## config.mk

```make
export PLATFORM = sky130hd
export DESIGN_NAME = fetch_unit
export DESIGN_NICKNAME = d
export VERILOG_FILES = /design/src/rtl/fetch_unit.sv
export SDC_FILE = /design/constraint.sdc
export NUM_CORES = 1
export LEC_CHECK = 0
export ABC_CLOCK_PERIOD_IN_PS = 4800
export BUFFER_PORTS_ARGS = -buffer_cell sky130_fd_sc_hd__buf_2
export CORE_UTILIZATION = 57
export CTS_CLUSTER_DIAMETER = 80
export DETAILED_ROUTE_END_ITERATION = 8
export GPL_TIMING_DRIVEN = 0
export PLACE_DENSITY = 0.85
export SLEW_MARGIN = 15
export SYNTH_ARGS = -nofsm -noshare
export SYNTH_HDL_FRONTEND = slang
export SYNTH_SLANG_ARGS = --single-unit
```

## constraint.sdc

```tcl
create_clock -name clk -period 4.8 [get_ports clk]
set_clock_uncertainty 0.1 [all_clocks]
set_input_delay 0.48 -clock clk [delete_from_list [all_inputs] [get_ports clk]]
set_output_delay 0.48 -clock clk [all_outputs]
set_load 0.01 [all_outputs]
```

## src/rtl/fetch_unit.sv

```systemverilog
// MIPS R2000 instruction-fetch stage: PC, IF/ID register and a one-entry skid buffer.
// Optional build macro FETCH_MISALIGN_CHECK_EN turns misaligned redirects into exceptions.
module fetch_unit #(
  parameter logic [31:0] RESET_PC   = 32'h0000_0000,
  parameter logic [31:0] EXC_VECTOR = 32'h0000_0080
) (
  input  logic        clk,
  input  logic        rst_n,
  output logic        imem_req,
  output logic [31:0] imem_addr,
  input  logic        imem_ready,
  input  logic [31:0] imem_rdata,
  input  logic        stall,
  input  logic        redirect,
  input  logic [31:0] redirect_pc,
  input  logic        exception,
  output logic [31:0] inst_out,
  output logic [31:0] pc_out,
  output logic [31:0] pc_plus4,
  output logic        inst_valid,
  output logic [31:0] exc_pc,
  output logic        exc_misalign
);

  typedef enum logic {FETCH, HOLD} state_t;

  state_t      state;
  logic [31:0] pc;
  logic [31:0] skid_inst;
  logic [31:0] skid_pc;
  logic [31:0] redir_tgt;
  logic        misalign;

`ifdef FETCH_MISALIGN_CHECK_EN
  logic misalign_q;

  assign misalign  = redirect & (redirect_pc[1:0] != 2'b00);
  assign redir_tgt = redirect_pc;

  // Pulse only when the misaligned redirect is the event actually taken.
  always_ff @(posedge clk or negedge rst_n) begin
    if (!rst_n) misalign_q <= 1'b0;
    else        misalign_q <= misalign & ~exception;
  end
  assign exc_misalign = misalign_q;
`else
  assign misalign     = 1'b0;
  assign redir_tgt    = {redirect_pc[31:2], 2'b00};
  assign exc_misalign = 1'b0;
`endif

  // Gated by rst_n so no request leaks out while reset is held.
  assign imem_req  = rst_n & (state == FETCH);
  assign imem_addr = pc;
  assign pc_plus4  = pc_out + 32'd4;

  always_ff @(posedge clk or negedge rst_n) begin
    if (!rst_n) begin
      state      <= FETCH;
      pc         <= RESET_PC;
      inst_out   <= '0;
      pc_out     <= '0;
      inst_valid <= 1'b0;
      exc_pc     <= '0;
      skid_inst  <= '0;
      skid_pc    <= '0;
    end else if (exception || misalign) begin
      exc_pc     <= exception ? pc_out : redirect_pc;
      pc         <= EXC_VECTOR;
      inst_out   <= '0;
      inst_valid <= 1'b0;
      state      <= FETCH;
    end else if (redirect) begin
      pc         <= redir_tgt;
      inst_out   <= '0;
      inst_valid <= 1'b0;
      state      <= FETCH;
    end else begin
      case (state)
        FETCH: begin
          if (imem_ready) begin
            pc <= pc + 32'd4;
            if (!stall) begin
              inst_out   <= imem_rdata;
              pc_out     <= pc;
              inst_valid <= 1'b1;
            end else begin
              skid_inst <= imem_rdata;
              skid_pc   <= pc;
              state     <= HOLD;
            end
          end else if (!stall) begin
            inst_out   <= '0;
            inst_valid <= 1'b0;
          end
        end
        HOLD: begin
          if (!stall) begin
            inst_out   <= skid_inst;
            pc_out     <= skid_pc;
            inst_valid <= 1'b1;
            state      <= FETCH;
          end
        end
        default: state <= FETCH;
      endcase
    end
  end

endmodule

```

==> impl_metrics.json <==
{
  "status": "finished, final reports clean",
  "wirelength_mm": 23.3,
  "regToRegStartpoint": "state$_DFF_PN0_",
  "dp_cells": 1250,
  "comb_power_share": 0.173,
  "setup_ws_ns": 1.34,
  "final_cell_count_no_fill": 1284,
  "layout.nets": 1131,
  "synth_top_cell_by_area": "dfrtp_1",
  "min_from": "redirect_pc[2]",
  "remaining_drc_errors": 0,
  "fin_crit_sh": 0.722,
  "min_path_type": "primary input to flip-flop",
  "crit_start": "pc_out[7]$_DFFE_PN0P_",
  "finalSetupViolCount": 0,
  "synth-async-reset-ratio": 1.00,
  "synth_area_sq_mm": 0.00899,
  "ir_worst_vdd_mv": 0.252,
  "cts.repair.resized": 0,
  "drt.antenna.violating_nets": 0,
  "start_kind": "flip-flop",
  "max_slew_margin": 0.257,
  "clockPowerShare": 0.347,
  "p_int_mw": 2.96,
  "maxSlewViolCount": 0,
  "start_util": 0.587,
  "grt_pass1_vias": 7052,
  "synth-edff-count": 0,
  "rsz0062_at_grt": "false",
  "ys_seq_area_frac": 0.518,
  "fmax_mhz": 289,
  "fin_crit_ns": 3.46,
  "drt-pass1-iter-count": 5,
  "io_pins": 233,
  "path_clk_slew_ns": 0.07,
  "tightest_slew_ns": 1.10,
  "dp_worst_setup_slack_ns": 1.84,
  "synth_seq_cells": 186,
  "grt_max_degree": 107,
  "gr-total-overflow": 0,
  "hold_violations": 0,
  "dpl.hpwl_mm": 16.9,
  "path_max_fanout": 10,
  "cts_buffers": 17,
  "power_density_mw_per_mm2": 369,
  "rows": 45,
  "synth.distinct_cells": 53,
  "syn-instance-count": 810,
  "grt_pass1_wl_mm": 37.1,
  "die_w_microns": 128,
  "drive_gt1_frac": 0.344,
  "switching_share": 0.273,
  "clkLatencyLatePin_ns": 0.43,
  "io_buffers": 220,
  "die_h_microns": 128,
  "synth_ff_type": "dfrtp_1",
  "tns_ns": 0,
  "synth_most_common_cell": "dfrtp_1",
  "cts_sinks": 186,
  "netlist_top_cells_count": "dfrtp_1, mux2_2, nand2_1",
  "synth.area.top_cells": "dfrtp_1, mux2_2, mux2i_1",
  "switching_power_mw": 1.11,
  "path_class": "flip-flop to output pin",
  "cts_max_level": 4,
  "design_area_sq_mm": 0.0110,
  "die_area_sq_mm": 0.0163,
  "wl_per_cell_microns": 18.1,
  "cts-root-buf": "clkbuf_16",
  "antenna_found_initial": 2,
  "area_growth_pct": 22.6,
  "clockBufferDepth": 2,
  "pwr-share-seq": 0.480,
  "fp.coreArea_sq_mm": 0.0153,
  "via_per_inst": 5.79,
  "gp_congestion": 0.902,
  "postPlaceCellArea_sq_mm": 0.0104,
  "cap_violations": 0,
  "drt_iter0_drc": 573,
  "crit_arrival_ns": 2.88,
  "cts_tree": "done",
  "worstPathRequired_ns": 4.22,
  "avgSynthCellArea_sq_um": 11.1,
  "track_usage": 0.300,
  "yosysWarnings": 0,
  "vias": 7439,
  "critPathCaptureType": "output pin",
  "synth_top_area_share": 0.518,
  "p_leak_nw": 5.20
}
worst paths after layout:
kind	end	slack, ns	cells after the start
worst min-delay path	imem_addr[2]$_DFFE_PN0P_	0.18	3
max in group asynchronous	inst_out[6]$_DFFE_PN0P_	3.12	3
worst max-delay path	pc_plus4[27]	1.34	6
worst min register to register	exc_pc[29]$_DFFE_PN0P_	0.40	1
worst max register to register	skid_pc[29]$_DFFE_PN0P_	2.32	6
min in group asynchronous	exc_pc[11]$_DFFE_PN0P_	0.53	2
final cells by class:
class	instances	area [sq um]
flip-flops and latches	186	4650
clock buffers	22	464
repair buffers	222	1150
fillers	1124	4290
well taps	211	264
clock inverters	8	120
inverters	11	41.3
diodes	3	7.51
multi-input cells	548	3960
plain buffers	73	358
critical path, stage by stage, from the launching register on:
cell,delay (ns)
dfrtp_1,0.34
clkbuf_1,0.29
nand4_1,0.23
nor4_2,0.98
nand4_1,0.25
xnor2_1,0.21
buf_2,0.15
cell families (layout without fill, tap and decap cells):
group / Yosys count / in the layout / share of synthesized area
AO/OA/AOI/OAI: 119 / 119 / 0.0923
XOR/XNOR: 38 / 38 / 0.0370
adder cells (fa/ha/maj): 2 / 2 / 0.00278
buffers and inverters: 84 / 336 / 0.0444
flip-flops: 186 / 186 / 0.518
multiplexers: 122 / 122 / 0.149
other: 1 / 12 / 0.000417
AND/OR/NAND/NOR: 258 / 258 / 0.156
per-layer routing:
metal  track usage  vias to the layer above  wire [microns]
met5             0                        -               0
met4         0.116                        0             611
met3        0.0925                       52            1880
met2         0.478                      340           11300
met1         0.383                     3588            9550
li1              -                     3459               -
registers in the layout (all words and copies together), names as in the netlist:
register    cells
inst_out       32
skid_inst      32
skid_pc        30
pc_out         30
imem_addr      30
exc_pc         30
state           1
inst_valid      1
power by group through the flow:
stage	clock, mW	sequential [mW]	combinational (mW)
5_1_grt	1.48	1.98	0.772
4_1_cts	1.42	1.95	0.709
2_1_floorplan	0	1.99	0.365
3_3_place_gp	0	1.96	0.681
3_5_place_dp	0	1.98	0.705
6_report	1.41	1.95	0.703
cells in the final DEF (no fill, tap or decap), types with 4 or more instances in the layout:
master | Yosys | final
a221oi_1 | 32 | 32
buf_4 | 9 | 9
buf_2 | 5 | 224
o21ai_0 | 37 | 37
a21oi_1 | 10 | 10
nand2_1 | 54 | 54
o31ai_1 | 4 | 4
and4_1 | 7 | 7
a211oi_1 | 9 | 9
mux2_2 | 92 | 92
nor3_1 | 37 | 37
buf_1 | 7 | 7
clkbuf_16 | 0 | 17
nor4_1 | 10 | 10
nand3_1 | 24 | 24
or3_1 | 6 | 6
o211ai_1 | 5 | 5
nor2b_1 | 36 | 36
xor2_1 | 9 | 9
clkbuf_1 | 45 | 48
nor2_1 | 23 | 23
xnor2_1 | 29 | 29
inv_1 | 11 | 11
mux2i_1 | 30 | 30
conb_1 | 1 | 9
nand4_1 | 25 | 25
dfrtp_1 | 186 | 186
buf_6 | 5 | 5
and3_1 | 13 | 13
or4_1 | 7 | 7
a311oi_1 | 9 | 9
what timing repair did:
item | in CTS | in global routing
endpoints found under the hold margin | 81 | 0
setup buffers | 0 | 0
hold buffers | 1 | 0
metrics by stage:
step	power, mW	hold WS, ns	util
after global placement	2.64	0.384	0.678
after CTS	4.08	0.178	0.719
after floorplan	2.35	0.0844	-
final	4.06	0.184	0.720
after detailed placement	2.68	0.389	0.680
after global routing	4.24	0.173	0.719
No activity file was read; power rests on OpenSTA's default activity.
